File: src/rtl/dpram_port_arbiter.sv
// Round-robin arbiter sharing one dual-port RAM port between two requesters.
// Sweeps the memory with INIT_VALUE after reset and on request, then serves traffic.
module dpram_port_arbiter #(
  parameter int                    DATA_WIDTH = 8,
  parameter int                    MEM_DEPTH  = 16,
  parameter int                    ADDR_WIDTH = $clog2(MEM_DEPTH),
  parameter int                    RD_LATENCY = 1,
  parameter logic [DATA_WIDTH-1:0] INIT_VALUE = '0
) (
  input  logic                  clk,
  input  logic                  rst,
  input  logic                  i_clear,
  input  logic                  i_req0,
  input  logic                  i_req1,
  input  logic                  i_we0,
  input  logic                  i_we1,
  input  logic [ADDR_WIDTH-1:0] i_addr0,
  input  logic [ADDR_WIDTH-1:0] i_addr1,
  input  logic [DATA_WIDTH-1:0] i_din0,
  input  logic [DATA_WIDTH-1:0] i_din1,
  output logic                  o_gnt0,
  output logic                  o_gnt1,
  output logic                  o_rvalid0,
  output logic                  o_rvalid1,
  output logic [DATA_WIDTH-1:0] o_rdata0,
  output logic [DATA_WIDTH-1:0] o_rdata1,
  output logic                  o_busy,
  output logic                  o_en_wr,
  output logic                  o_we,
  output logic [ADDR_WIDTH-1:0] o_addr_wr,
  output logic [DATA_WIDTH-1:0] o_din,
  output logic                  o_en_rd,
  output logic                  o_rd_n,
  output logic [ADDR_WIDTH-1:0] o_addr_rd,
  input  logic [DATA_WIDTH-1:0] i_mem_dout
);

  localparam logic [1:0] ST_INIT  = 2'd0;
  localparam logic [1:0] ST_RUN   = 2'd1;
  localparam logic [1:0] ST_DRAIN = 2'd2;
  localparam int PIPE_DEPTH = 1 + RD_LATENCY;
  localparam logic [ADDR_WIDTH-1:0] LAST_ADDR = ADDR_WIDTH'(MEM_DEPTH - 1);

  logic [1:0]            state_q, state_d;
  logic [ADDR_WIDTH-1:0] init_addr_q, init_addr_d;
  logic                  prio1_q, prio1_d;
  logic [PIPE_DEPTH-1:0] pipe_vld_q, pipe_vld_d;
  logic [PIPE_DEPTH-1:0] pipe_id_q, pipe_id_d;
  logic                  en_wr_q, en_wr_d;
  logic                  we_q, we_d;
  logic [ADDR_WIDTH-1:0] addr_wr_q, addr_wr_d;
  logic [DATA_WIDTH-1:0] din_q, din_d;
  logic                  en_rd_q, en_rd_d;
  logic                  rd_n_q, rd_n_d;
  logic [ADDR_WIDTH-1:0] addr_rd_q, addr_rd_d;
  logic                  rvalid0_q, rvalid0_d;
  logic                  rvalid1_q, rvalid1_d;
  logic [DATA_WIDTH-1:0] rdata0_q, rdata0_d;
  logic [DATA_WIDTH-1:0] rdata1_q, rdata1_d;

  logic                  arb_ok;
  logic                  gnt0, gnt1, any_gnt, rd_gnt;
  logic                  sel_we;
  logic [ADDR_WIDTH-1:0] sel_addr;
  logic [DATA_WIDTH-1:0] sel_din;
  logic                  ret_vld, ret_id;

  // prio1_q set means r0 was granted last, so r1 wins a tie
  always_comb begin
    arb_ok   = !rst && (state_q == ST_RUN) && !i_clear;
    gnt0     = arb_ok && i_req0 && (!i_req1 || !prio1_q);
    gnt1     = arb_ok && i_req1 && (!i_req0 || prio1_q);
    any_gnt  = gnt0 || gnt1;
    sel_we   = gnt1 ? i_we1   : i_we0;
    sel_addr = gnt1 ? i_addr1 : i_addr0;
    sel_din  = gnt1 ? i_din1  : i_din0;
    rd_gnt   = any_gnt && !sel_we;
  end

  always_comb begin
    state_d     = state_q;
    init_addr_d = init_addr_q;
    prio1_d     = prio1_q;
    en_wr_d     = 1'b0;
    we_d        = 1'b0;
    en_rd_d     = 1'b0;
    rd_n_d      = 1'b1;
    addr_wr_d   = addr_wr_q;
    din_d       = din_q;
    addr_rd_d   = addr_rd_q;
    case (state_q)
      ST_INIT: begin
        en_wr_d   = 1'b1;
        we_d      = 1'b1;
        addr_wr_d = init_addr_q;
        din_d     = INIT_VALUE;
        if (init_addr_q == LAST_ADDR) begin
          init_addr_d = '0;
          state_d     = ST_RUN;
        end else begin
          init_addr_d = init_addr_q + ADDR_WIDTH'(1);
        end
      end
      ST_RUN: begin
        if (i_clear) begin
          state_d = ST_DRAIN;
        end else if (any_gnt) begin
          prio1_d = gnt0;
          if (sel_we) begin
            en_wr_d   = 1'b1;
            we_d      = 1'b1;
            addr_wr_d = sel_addr;
            din_d     = sel_din;
          end else begin
            en_rd_d   = 1'b1;
            rd_n_d    = 1'b0;
            addr_rd_d = sel_addr;
          end
        end
      end
      ST_DRAIN: begin
        if (pipe_vld_q == '0) begin
          state_d     = ST_INIT;
          init_addr_d = '0;
        end
      end
      default: begin
        state_d     = ST_INIT;
        init_addr_d = '0;
      end
    endcase
  end

  // Tag pipeline lines up each read's requester id with its data from the RAM
  always_comb begin
    pipe_vld_d = {pipe_vld_q[PIPE_DEPTH-2:0], rd_gnt};
    pipe_id_d  = {pipe_id_q[PIPE_DEPTH-2:0], gnt1};
    ret_vld    = pipe_vld_q[PIPE_DEPTH-1];
    ret_id     = pipe_id_q[PIPE_DEPTH-1];
    rvalid0_d  = ret_vld && !ret_id;
    rvalid1_d  = ret_vld && ret_id;
    rdata0_d   = rvalid0_d ? i_mem_dout : rdata0_q;
    rdata1_d   = rvalid1_d ? i_mem_dout : rdata1_q;
  end

  always_ff @(posedge clk) begin
    if (rst) begin
      state_q     <= ST_INIT;
      init_addr_q <= '0;
      prio1_q     <= 1'b0;
      pipe_vld_q  <= '0;
      pipe_id_q   <= '0;
      en_wr_q     <= 1'b0;
      we_q        <= 1'b0;
      addr_wr_q   <= '0;
      din_q       <= '0;
      en_rd_q     <= 1'b0;
      rd_n_q      <= 1'b1;
      addr_rd_q   <= '0;
      rvalid0_q   <= 1'b0;
      rvalid1_q   <= 1'b0;
      rdata0_q    <= '0;
      rdata1_q    <= '0;
    end else begin
      state_q     <= state_d;
      init_addr_q <= init_addr_d;
      prio1_q     <= prio1_d;
      pipe_vld_q  <= pipe_vld_d;
      pipe_id_q   <= pipe_id_d;
      en_wr_q     <= en_wr_d;
      we_q        <= we_d;
      addr_wr_q   <= addr_wr_d;
      din_q       <= din_d;
      en_rd_q     <= en_rd_d;
      rd_n_q      <= rd_n_d;
      addr_rd_q   <= addr_rd_d;
      rvalid0_q   <= rvalid0_d;
      rvalid1_q   <= rvalid1_d;
      rdata0_q    <= rdata0_d;
      rdata1_q    <= rdata1_d;
    end
  end

  assign o_gnt0    = gnt0;
  assign o_gnt1    = gnt1;
  assign o_busy    = (state_q != ST_RUN);
  assign o_en_wr   = en_wr_q;
  assign o_we      = we_q;
  assign o_addr_wr = addr_wr_q;
  assign o_din     = din_q;
  assign o_en_rd   = en_rd_q;
  assign o_rd_n    = rd_n_q;
  assign o_addr_rd = addr_rd_q;
  assign o_rvalid0 = rvalid0_q;
  assign o_rvalid1 = rvalid1_q;
  assign o_rdata0  = rdata0_q;
  assign o_rdata1  = rdata1_q;

endmodule

File: config.mk
export PLATFORM = sky130hd
export DESIGN_NAME = dpram_port_arbiter
export DESIGN_NICKNAME = d
export VERILOG_FILES = /design/src/rtl/dpram_port_arbiter.sv
export SDC_FILE = /design/constraint.sdc
export NUM_CORES = 1
export LEC_CHECK = 0
export BUFFER_PORTS_ARGS = -buffer_cell sky130_fd_sc_hd__buf_2
export CORE_ASPECT_RATIO = 1.1
export CORE_UTILIZATION = 45
export DETAILED_ROUTE_END_ITERATION = 8
export PLACE_DENSITY = 0.71
export SLEW_MARGIN = 20
export SYNTH_ARGS = -nofsm -noshare
export SYNTH_HDL_FRONTEND = slang
export SYNTH_SLANG_ARGS = --single-unit
File: constraint.sdc
create_clock -name clk -period 2.2 [get_ports clk]
set_clock_uncertainty 0.1 [all_clocks]
set_input_delay 0 -clock clk [delete_from_list [all_inputs] [get_ports clk]]
set_output_delay 0 -clock clk [all_outputs]
set_load 0.01 [all_outputs]
# Word level (Yosys, flattened, before mapping)
# Cells that the tools add are included.
dict set report classes {
  n_addsub 1
  n_eq_ne 10
  mux 23
  bitwise_logic 4
  reduce_logical 28
}
# op count
set op_table {}
lappend op_table {{$mux W8} 4}
lappend op_table {{$mux W4} 6}
lappend op_table {{$pmux W8 S2} 1}
lappend op_table {{$ne A2 B2 Y1 const B} 6}
lappend op_table {{$pmux W4 S3} 1}
lappend op_table {{$logic_and A1 B1 Y1} 9}
lappend op_table {{$pmux W4 S2} 1}
lappend op_table {{$reduce_and A4 Y1} 2}
lappend op_table {{$logic_not A1 Y1} 7}
lappend op_table {{$mux W2} 3}
lappend op_table {{$pmux W2 S3} 1}
lappend op_table {{$reduce_and A3 Y1} 2}
lappend op_table {{$mux W1} 5}
lappend op_table {{$add A4 B1 Y4 const B} 1}
lappend op_table {{$eq A4 B4 Y1 const B} 1}
lappend op_table {{$logic_not A2 Y1} 2}
lappend op_table {{$not A1 Y1} 4}
lappend op_table {{$reduce_or A4 Y1} 1}
lappend op_table {{$logic_or A1 B1 Y1} 3}
lappend op_table {{$eq A2 B1 Y1 const B} 1}
lappend op_table {{$eq A2 B2 Y1 const B} 1}
lappend op_table {{$ne A2 B1 Y1 const B} 1}
lappend op_table {{$pmux W1 S2} 1}
lappend op_table {{$reduce_and A2 Y1} 1}
lappend op_table {{$reduce_bool A2 Y1} 1}
dict set report totals {
  ff_bits 48
  in_bits 39
  elab_cells 81
}

# Depth between registers and ports, before layout
# Gate-level depths: netlist (run 1).
dict set report logic_depth {
  depth_word 10
  ltp_mapped 6
  depth_no_buf 4
}

# Worst setup path after synthesis (run 1)
# No wires, ideal clock.
dict set report synth_path {
  kind {flip-flop to flip-flop}
  startpoint {register state_q[1]}
  endpoint {register addr_rd_q[0] (netlist: o_addr_rd[0])}
  setup_time_ns 0.137
  arrival_time_ns 1.457
  required_ns 1.963
  path_slack_ns 0.506
  stages_incl_launch_ff 7
  n_path_buf 2
  period_less_slack_ns 1.694
  path_cell_list {dfxtp_1 > buf_6 > nor4b_4 > and3_1 > buf_6 > mux2i_1 > a211oi_2}
}
dict set report synth_between {
  elab_chain_len 8
  word_cells_on_any_way 12
  cone_classes {1 x eq/ne; 2 x mux; 1 x bitwise; 8 x reduce/logical}
}
# element line
set synth_rtl {}
lappend synth_rtl {{from (decl)} 44} ;# logic [1:0] state_q, state_d;
lappend synth_rtl {{from (signal assigned)} 165} ;# state_q <= state_d;
lappend synth_rtl {{$eq A2 B1 Y1 (*)} 70} ;# arb_ok = !rst && (state_q == ST_RUN) && !i_clear;
lappend synth_rtl {{$logic_and A1 B1 Y1 (*) (2 in series)} 70}
lappend synth_rtl {{$logic_and A1 B1 Y1 (*) (2 in series)} 72} ;# gnt1 = arb_ok && i_req1 && (!i_req0 || prio1_q);
lappend synth_rtl {{named net o_gnt1} 22} ;# output logic o_gnt1,
lappend synth_rtl {{$mux W1} 74} ;# sel_we = gnt1 ? i_we1 : i_we0;
lappend synth_rtl {{$not A1 Y1 (no line)} --}
lappend synth_rtl {{$reduce_and A4 Y1 (no line)} --}
lappend synth_rtl {{to (signal assigned)} 176} ;# addr_rd_q <= addr_rd_d;
lappend synth_rtl {{to (decl)} 55} ;# logic [ADDR_WIDTH-1:0] addr_rd_q, addr_rd_d;
# Mark *: on every way through the listed nets, which the timed path passes. The rest lies on a longest branch.
# A chain may end at the register's enable or synchronous reset.

# Worst setup path after layout (run 1)
dict set report layout_path {
  startpoint {input rst}
  endpoint {register din_q[5] (netlist: o_din[5])}
}
dict set report layout_between {
  elab_chain_len 10
  word_cells_on_any_way 17
  cone_classes {2 x eq/ne; 6 x mux; 9 x reduce/logical}
}
# element line
set layout_rtl {}
lappend layout_rtl {{from (decl)} 11} ;# input logic rst,
lappend layout_rtl {{$logic_not A1 Y1} 70}
lappend layout_rtl {{$logic_and A1 B1 Y1 (2 in series)} 70}
lappend layout_rtl {{$logic_and A1 B1 Y1 (2 in series)} 72}
lappend layout_rtl {{$mux W8} 76} ;# sel_din = gnt1 ? i_din1 : i_din0;
lappend layout_rtl {{$mux W8} 109} ;# if (sel_we) begin
lappend layout_rtl {{$mux W8} 107} ;# end else if (any_gnt) begin
lappend layout_rtl {{$mux W8} 105} ;# if (i_clear) begin
lappend layout_rtl {{$pmux W8 S2} 91} ;# case (state_q)
lappend layout_rtl {{to (signal assigned)} 173} ;# din_q <= din_d;
lappend layout_rtl {{to (decl)} 52} ;# logic [DATA_WIDTH-1:0] din_q, din_d;
# Several ways; a longest one is shown, not always the timed one. The select of a mux whose other input is x is not followed.

==> summary.md, run 1 <==
| Metric | Value |
|---|---|
| CTS tree | yes |
| Syn nets | 255 |
| Fraction of registers with async set/reset | 0% |
| Largest net degree at the start of global routing | 22 |
| Top cells by count, synth | 48 x dfxtp_1, 30 x nand2_1, 24 x a21oi_1, 13 x mux2i_1 |
| Period utilization | 90.47% |
| Met1 Use GR | 26.13% |
| Worst-path cell chain | dlygate4sd3_1 > buf_2 > nor2_1 > nand3_2 > mux2i_1 > dlygate4sd3_1 > o2bb2ai_1 |
| Vias in the first global route | 1844 |
| Sequential element share of the synthesized area | 47.70% |
| Final #Nets | 360 |
| Clk root buf | clkbuf_8 |
| Row count | 25 |
| Type of origin of the critical path | input pin |
| Skew-Pair Late Insertion Delay | 290 ps |
| Die Ht | 72.17 um |
| Yosys Warn Count | 0 |
| Grt ovf | 0 |
| Met2 Use GR | 37.98% |
| Worst-path fanout max | 14 |
| ANT nets after route | 0 |
| # diodes | 0 |
| PwrDens | 558.3 nW/um2 |
| Routed via count | 1928 |
| Reg-to-reg slack, setup | 410 ps |
| Met3 GRT Util | 3.774% |
| Crit-path leading delay family | buffers and inverters |
| Num ports | 80 |
| Seq cells post-synth | 48 |
| H-tree Lvls | 2 |
| Die width | 65.80 um |
| Synthesized cell area | 2014 um2 |
| WL/cell | 13.43 um |
| Clk pin slew, worst setup/hold paths | 90 ps |
| Post-synth EDFFs | 0 |
| Slowest CP cell | dlygate4sd3_1 |
| Crit path launch | rst |
| Peak supply drop | 0.2784 mV |
| CP bufs+invs | 3 |
| Worst r2r src | prio1_q |
| CTS buffer count | 5 |
| Layout cells sized above 1 | 32.71% |
| GRT Resource Usage Total | 22.02% |
| Pre-CTS WS | 463.7 ps |
| WL final | 5.037 mm |
| Most frequent CP cell | dlygate4sd3_1 |
| Total die area | 4748 um2 |
| Min-Delay Path Class | in -> reg |
| Synth cell types | 37 |
| HP Start | i_addr1[0] |
| Filler Cells Inserted | 348 |
| Area taken by multi-input logic gates | 950.9 um2 |
| Placed Instance Area | 2419 um2 |
| Ranking of synthesized cells by area | dfxtp_1 48%, mux2i_1 6.5%, a21oi_1 6.0% |
| Synth top area share | 47.70% |
| Slew HR | 65.01% |
| Top FF cell, synth | dfxtp_1 |
| Largest stage delay on the critical path | 570 ps |
| Final setup TNS | 0 ps |
| GRT Max-Usage Layer | met2 |
| Endpoint class of the critical path | register |
| RSZ-0062 raised after global routing | no |
| Gpl congestion | 0.8074 |
| Mapped Cells | 215 |
| Starting Density | 47.01% |
| Initial DRC count | 107 |
| Dpl hpwl | 3.390 mm |
| Endpoints failing setup | 0 |
| Port-buffer cells | 79 |
| Post-route DRC | 0 |
| Status | completed |
| Routed vias/inst | 5.141 |
| Critical path arrival | 2070 ps |
| Hold slack | 8.946 ps |
| Max Fclk | 502.4 MHz |
| Final Util | 65.66% |
| Slew @ Worst Pin | 523.7 ps |
| # Post-CTS Setup Buffers | 0 |
| Minimum clock period | 1990 ps |
| Clock sink total | 48 |
| First-pass GRT wire length | 8.073 mm |
| Final Max Tran Viols | 0 |
| Fin worst setup slack | 209.6 ps |
| Clock Path Buffers | 2 |
| Fin area | 2814 um2 |
| P_leak | 1.261 nW |
| Core Area | 4285 um2 |
| Initial antenna violation count | 0 |
| DR pass1 iterations | 4 |
| WP data required | 2280 ps |
| FF+latch area | 960.9 um2 |
| Area delta synth->final | 39.69% |
| Hold Fails Final Rpt | 0 |
| Kind of critical path | in -> reg |
| Area leader, netlist | dfxtp_1 |
| Max Cap Violations | 0 |
| Avg Cell Area, Syn | 9.369 um2 |
| Count leader, synth | dfxtp_1 |
worst register-to-register path, delay by kind of cell, from the launching register on:
kind            cells  cell delay (ps)
mux                 1              220
simple gates        2              370
flops               1              360
compound gates      1               60
buf+inv             1              570
flip-flops by register name (all words and copies together), names as in the netlist:
name	count
init_addr_q	4
o_addr_rd	4
o_addr_wr	4
o_din	8
o_en_rd	1
o_rd_n	1
o_rdata0	8
o_rdata1	8
o_rvalid0	1
o_rvalid1	1
o_we	1
pipe_id_q	2
pipe_vld_q	2
prio1_q	1
state_q	2
routing by layer:
metal | up-vias | share of wire [%]
li1 | 969 | -
met1 | 879 | 42
met2 | 67 | 51
met3 | 13 | 4.6
met4 | 0 | 2.4
met5 | - | 0
final cells by class:
class                   count  area share (%)
multi-input cells         147           33.79
well taps                  54           2.401
inverters                   5          0.6670
repair buffers            113           25.79
clock buffers               8           3.201
flip-flops and latches     48           34.15
timing repair:
action | 4_1_cts | 5_1_grt
setup endpoints to repair | 0 | 2
endpoints found under the hold margin | 34 | 0
resized for setup | 0 | 1
hold buffers | 30 | 0
report_power, final:
group	total, W	switching (W)	internal (W)
registers	0.000884	0.00000747	0.000877
clock network	0.000529	0.000273	0.000257
logic	0.000157	0.0000674	0.0000900
total	0.00157	0.000348	0.00122
logic make-up (layout without fill, tap and decap cells):
kind of cell / after synthesis / count (layout) / share of synthesized area [%]
compound gates: 55 / 55 / 20.25
fa+ha+maj: 1 / 1 / 0.6210
buf+inv: 20 / 126 / 5.341
flops: 48 / 48 / 47.70
mux: 13 / 13 / 6.459
simple gates: 78 / 78 / 19.63
metrics by stage:
step,power [W],std cells
6_report,0.001571,375
5_1_grt,0.001638,375
4_1_cts,0.001583,375
3_5_place_dp,0.001017,337
3_3_place_gp,0.001018,337
2_1_floorplan,0.0009621,215
path summary, 6_finish.rpt:
check        cells after the start            to
max                              7      o_din[5]
min                              3  o_addr_rd[0]
max reg2reg                      5      o_din[5]
min reg2reg                      1  pipe_id_q[1]
placed cells by master, fill, tap and decap left out:
cell,count
buf_2,79
nor4b_4,1
clkbuf_8,6
o2bb2ai_1,8
or2_2,5
dfxtp_1,48
nand3b_1,1
nand2b_1,3
a22oi_1,1
or4_1,1
ha_1,1
buf_4,4
and2_2,2
nor2_1,11
a211oi_2,4
dlygate4sd3_1,30
nand2_1,30
nor2b_1,5
and3_1,1
nand3_1,10
o22ai_1,1
a221o_1,4
inv_1,5
o32ai_2,1
o21ai_0,3
a21bo_2,1
nor3_1,1
o22a_1,1
a31oi_1,1
clkbuf_1,2
a32o_1,4
a21oi_1,24
mux2i_1,13
nand3_2,1
and3_2,1
or2b_1,1
and2_1,4
o221ai_1,1
a311oi_1,1
Power figures use the tool's default switching activity.
==> inputs of run 2 (changes only) <==
--- a/config.mk
+++ b/config.mk
@@ -9,6 +9,7 @@
 export CORE_ASPECT_RATIO = 1.1
 export CORE_UTILIZATION = 45
 export DETAILED_ROUTE_END_ITERATION = 8
+export HOLD_SLACK_MARGIN = 0.03
 export PLACE_DENSITY = 0.71
 export SLEW_MARGIN = 20
 export SYNTH_ARGS = -nofsm -noshare
==> summary.md, run 2 (synthesis results as in run 1) <==
| Metric | Value |
|---|---|
| Minimum clock period | 1997 ps (+6.901 ps) |
| Reg power frac | 56.0% (-0.3 points) |
| Initial antenna violation count | 0 (unchanged) |
| Reg-to-reg slack, setup | 310 ps (-100 ps) |
| Port-buffer cells | 79 (unchanged) |
| Clk root buf | clkbuf_8 |
| DR WL met3 | 219 um (-6.4%) |
| HP Start | i_addr1[3] |
| Largest net degree at the start of global routing | 22 (unchanged) |
| Status | completed |
| Core Area | 4285 um2 (unchanged) |
| Final setup TNS | 0 ps (unchanged) |
| Die Ht | 72.17 um (unchanged) |
| Logic gate share of total power | 10.4% (+0.4 points) |
| Max Cap Violations | 0 (unchanged) |
| Kind of critical path | in -> reg |
| WL met1 | 2.213 mm (+3.9%) |
| Initial DRC count | 120 (+12%) |
| Highest routed layer | met4 |
| Layout cells sized above 1 | 32.21% (-0.50 points) |
| Post-route DRC | 0 (unchanged) |
| Clock Path Buffers | 2 (unchanged) |
| Largest stage delay on the critical path | 580 ps (about the same) |
| GRT Resource Usage Total | 22.55% (+0.53 points) |
| First-pass GRT wire length | 8.238 mm (+2.0%) |
| FF-to-FF path depth | 4 (-1) |
| WL/cell | 13.63 um (+1.5%) |
| Clk pin slew, worst setup/hold paths | 90 ps (about the same) |
| Met2 wire length | 2.628 mm (+2.9%) |
| DR pass1 iterations | 4 (unchanged) |
| Gpl congestion | 0.8074 (unchanged) |
| Hold slack | 31.93 ps (+22.98 ps) |
| CTS tree | yes |
| Most frequent cells in the layout | 79 x buf_2, 48 x dfxtp_1, 35 x dlygate4sd3_1 |
| Min-Delay Path Class | in -> reg |
| Type of origin of the critical path | input pin |
| Worst reg2reg path endpoint | pipe_id_q[0] |
| Peak supply drop | 0.2959 mV (+6.3%) |
| Most frequent CP cell | dlygate4sd3_1 |
| Critical path arrival | 2080 ps (about the same) |
| Final #Nets | 365 (+1.4%) |
| Hold Path Sink | o_addr_rd[3] |
| Clock sink total | 48 (unchanged) |
| ANT nets after route | 0 (unchanged) |
| Filler Cells Inserted | 339 (-2.6%) |
| Hold path depth | 3 (unchanged) |
| Max Fclk | 500.7 MHz (-0.35%) |
| Slowest CP cell | dlygate4sd3_1 |
| Sw frac | 22.26% (+0.14 points) |
| P_leak | 1.284 nW (+1.9%) |
| Row count | 25 (unchanged) |
| Endpoints failing setup | 0 (unchanged) |
| Hold Fails Final Rpt | 0 (unchanged) |
| Routed via count | 1939 (+0.57%) |
| Worst r2r src | state_q[0] |
| Pint | 0.001228 W (+0.38%) |
| Skew-Pair Late Insertion Delay | 290 ps (about the same) |
| Starting Density | 47.01% (unchanged) |
| WL final | 5.180 mm (+2.8%) |
| Slew HR | 64.80% (-0.21 points) |
| Worst-path cell chain | dlygate4sd3_1 > buf_2 > nor2_1 > nand3_2 > mux2i_1 > dlygate4sd3_1 > o2bb2ai_1 |
| Final Util | 66.83% (+1.2 points) |
| Routed vias/inst | 5.103 (-0.75%) |
| WP data required | 2280 ps (about the same) |
| CTS buffer count | 5 (unchanged) |
| # diodes | 0 (unchanged) |
| Endpoint class of the critical path | register |
| Area delta synth->final | 42.17% |
| PwrDens | 551.6 nW/um2 (-1.2%) |
| Vias in the first global route | 1843 (-0.054%) |
| Slew @ Worst Pin | 526.9 ps (+3.166 ps) |
| H-tree Lvls | 2 (unchanged) |
| RSZ-0062 raised after global routing | no |
| NetSw | 0.0003516 W (+1.2%) |
| Grt ovf | 0 (unchanged) |
| Total die area | 4748 um2 (unchanged) |
| Worst-path fanout max | 14 (unchanged) |
| Most common cell after layout, fill and taps aside | buf_2 |
| Die width | 65.80 um (unchanged) |
| Clock power frac | 33.7% (about the same) |
| Dpl hpwl | 3.390 mm (unchanged) |
| Num ports | 80 (unchanged) |
| Final Max Tran Viols | 0 (unchanged) |
| Period utilization | 90.79% (+0.31 points) |
[run 2: cell types whose count changed in the layout (fill, tap and decap cells not counted), sizes merged]
| cell | change |
|---|---|
| dlygate4sd3 | +5 |
[run 2: routing by layer]
| layer | up-vias | GRT usage [%] |
|---|---|---|
| met5 | - | 0 |
| met4 | 0 | 10.14 |
| met3 | 13 | 3.616 |
| met2 | 64 | 39.46 |
| met1 | 884 | 26.72 |
| li1 | 978 | - |
[run 2: worst max-delay path by stage]
stage	cells after the start	end	start
2_1_floorplan	6	o_addr_rd[0]	state_q[1]
3_3_place_gp	4	o_addr_rd[3]	state_q[0]
3_5_place_dp	4	o_addr_rd[3]	state_q[0]
4_1_cts	7	o_din[5]	rst
5_1_grt	7	o_din[5]	rst
6_report	7	o_din[7]	rst
[run 2: what timing repair did]
item	4_1_cts	5_1_grt
setup endpoints to repair	0	2
hold endpoints to repair	41	0
gates resized for setup	0	1
hold buffers	35	0
setup buffers	0	0
[run 2: power groups by stage]
stage | logic [W] | registers [W] | clock network, W
after floorplan | 0.0000571 | 0.000905 | 0
after global placement | 0.000113 | 0.000905 | 0
after detailed placement | 0.000112 | 0.000904 | 0
after CTS | 0.000160 | 0.000884 | 0.000544
after global routing | 0.000178 | 0.000886 | 0.000580
final | 0.000164 | 0.000884 | 0.000532
[run 2: area by class of cell]
cell class,count,area [um2],area share [%]
Clock buffer,8,90.09,3.145
Timing Repair Buffer,118,775.7,27.09
Multi-Input combinational cell,147,950.9,33.20
Sequential cell,48,960.9,33.55
Inverter,5,18.77,0.6553
Tap cell,54,67.56,2.359
[run 2: critical path: cells and delay by family]
kind                   cells  cell delay, ps
muxes                      1             210
and+or+nand+nor            2             480
buffers and inverters      3            1320
AOI/OAI and AO/OA          1              60
[run 2: per-stage QoR]
| stage | worst slack [ps] | instances | total power (W) | area (um2) |
|---|---|---|---|---|
| 3_3_place_gp | 505.0 | 337 | 0.001018 | 2419 |
| 4_1_cts | 141.9 | 380 | 0.001588 | 2859 |
| 5_1_grt | 86.75 | 380 | 0.001644 | 2864 |
| 3_5_place_dp | 463.7 | 337 | 0.001017 | 2419 |
| 6_report | 202.7 | 380 | 0.001580 | 2864 |
| 2_1_floorplan | 506.2 | 215 | 0.0009621 | 2014 |
==> inputs of run 3 (changes only) <==
--- a/config.mk
+++ b/config.mk
@@ -10,7 +10,7 @@
 export CORE_UTILIZATION = 45
 export DETAILED_ROUTE_END_ITERATION = 8
 export HOLD_SLACK_MARGIN = 0.03
-export PLACE_DENSITY = 0.71
+export PLACE_DENSITY = 0.75
 export SLEW_MARGIN = 20
 export SYNTH_ARGS = -nofsm -noshare
 export SYNTH_HDL_FRONTEND = slang
==> summary.md, run 3 (synthesis results as in run 1) <==
| Metric | Value |
|---|---|
| # diodes | 0 (unchanged) |
| CTS tree | yes |
| Routed vias/inst | 5.292 (+3.7%) |
| Area delta synth->final | 42.30% (about the same) |
| Worst-path fanout max | 9 (-5) |
| Minimum clock period | 2103 ps (+106.0 ps) |
| Starting Density | 47.01% (unchanged) |
| Core Area | 4285 um2 (unchanged) |
| Max Cap Violations | 0 (unchanged) |
| Post-route DRC | 0 (unchanged) |
| Total die area | 4748 um2 (unchanged) |
| Largest net degree at the start of global routing | 27 (+23%) |
| Clk root buf | clkbuf_8 |
| PwrDens | 541.5 nW/um2 (-1.8%) |
| WP data required | 2290 ps (about the same) |
| Endpoint class of the critical path | register |
| Routed via count | 2011 (+3.7%) |
| Clk pin slew, worst setup/hold paths | 90 ps (about the same) |
| First-pass GRT wire length | 8.935 mm (+8.5%) |
| Type of origin of the critical path | input pin |
| Clock Path Buffers | 2 (unchanged) |
| Skew-Pair Late Insertion Delay | 300 ps (about the same) |
| Peak supply drop | 0.4360 mV (+47%) |
| Initial DRC count | 116 (-3.3%) |
| WL/cell | 14.93 um (+9.5%) |
| # Post-CTS Setup Buffers | 0 (unchanged) |
| Status | completed |
| Max Fclk | 475.5 MHz (-5.0%) |
| Fin area | 2867 um2 (about the same) |
| Final #Nets | 366 (+0.27%) |
| Num ports | 80 (unchanged) |
| Endpoints failing setup | 0 (unchanged) |
| P_leak | 1.285 nW (about the same) |
| Placed Instance Area | 2419 um2 (unchanged) |
| Min-Delay Path Class | in -> reg |
| Gpl congestion | 0.7889 (-2.3%) |
| Final Max Tran Viols | 0 (unchanged) |
| Layout cells sized above 1 | 32.52% (+0.31 points) |
| Kind of critical path | in -> reg |
| Slew @ Worst Pin | 517.4 ps (-9.486 ps) |
| Port-buffer cells | 79 (unchanged) |
| WL final | 5.672 mm (+9.5%) |
| DR pass1 iterations | 4 (unchanged) |
| Dpl hpwl | 3.262 mm (-3.8%) |
| Period utilization | 95.60% (+4.8 points) |
| RSZ-0062 raised after global routing | no |
| Most frequent cells in the layout | 78 x buf_2, 48 x dfxtp_1, 36 x dlygate4sd3_1 |
| Critical path arrival | 2190 ps (+110 ps) |
| CTS buffer count | 5 (unchanged) |
| Die width | 65.80 um (unchanged) |
| Vias in the first global route | 1982 (+7.5%) |
| Row count | 25 (unchanged) |
| ANT nets after route | 0 (unchanged) |
| Final setup TNS | 0 ps (unchanged) |
| Grt ovf | 0 (unchanged) |
| Clock sink total | 48 (unchanged) |
| H-tree Lvls | 2 (unchanged) |
| Initial antenna violation count | 0 (unchanged) |
| Most common cell after layout, fill and taps aside | buf_2 |
| Hold Fails Final Rpt | 0 (unchanged) |
| GRT Resource Usage Total | 25.24% (+2.7 points) |
| Die Ht | 72.17 um (unchanged) |
| Slew HR | 65.44% (+0.63 points) |
[run 3: cell count changes in the layout (fill, tap and decap cells not counted)]
cell and delta:
clkbuf_1 -1, dlygate4sd3_1 +1, clkinv_2 +1, nor2_1 -1, nor2_2 +1, buf_2 -1
clkbuf_8 -1, clkbuf_4 +1
[run 3: timing repair]
item / 4_1_cts / 5_1_grt
setup endpoints to repair: 0 / 8
gates resized for setup: 0 / 3
hold buffers: 36 / 0
hold endpoints to repair: 32 / 0
[run 3: area by class of cell]
cell class / instances / area (um2)
clock buffer: 6 / 72.57
sequential: 48 / 960.9
multi-input combinational: 147 / 953.4
timing repair buffer: 119 / 788.3
clock inverter: 1 / 5.005
inverter: 5 / 18.77
tap: 54 / 67.56
fill: 338 / 1419
[run 3: metal layers]
layer | GRT usage, % | part of all wire [%] | vias up
li1 | - | - | 980
met1 | 27.99 | 41 | 920
met2 | 43.42 | 49 | 93
met3 | 7.704 | 6.7 | 18
met4 | 12.08 | 3.3 | 0
met5 | 0 | 0 | -
[run 3: report_power, final]
part	total, W	switching [W]	internal (W)
logic	0.000172	0.0000745	0.0000980
registers	0.000884	0.00000711	0.000877
clock network	0.000496	0.000279	0.000217
total	0.00155	0.000361	0.00119
[run 3: worst paths after layout]
check        cells after the start         start            end  slack, ps
min reg2reg                      1  pipe_id_q[0]   pipe_id_q[1]        340
min                              3         i_we0  pipe_vld_q[0]         90
max reg2reg                      6       prio1_q       o_din[4]        230
max                              8           rst       o_din[4]        100
[run 3: worst max-delay path: stages]
cell and delay (ps):
dlygate4sd3_1 550, clkbuf_4 220, nor2_2 200, nand3_2 160, buf_4 220, mux2i_1 190, dlygate4sd3_1 580, o2bb2ai_1 60
[run 3: through the flow]
stage	worst slack [ps]	utilization [%]	hold slack (ps)	std cells	total power (W)
floorplan	506.2	-	35.98	215	0.0009621
global placement	539.0	56.44	154.7	337	0.001015
detailed placement	487.5	56.44	159.3	337	0.001016
CTS	93.99	66.66	57.43	380	0.001550
global route	12.90	66.89	84.27	380	0.001624
finish	96.73	66.89	89.97	380	0.001552
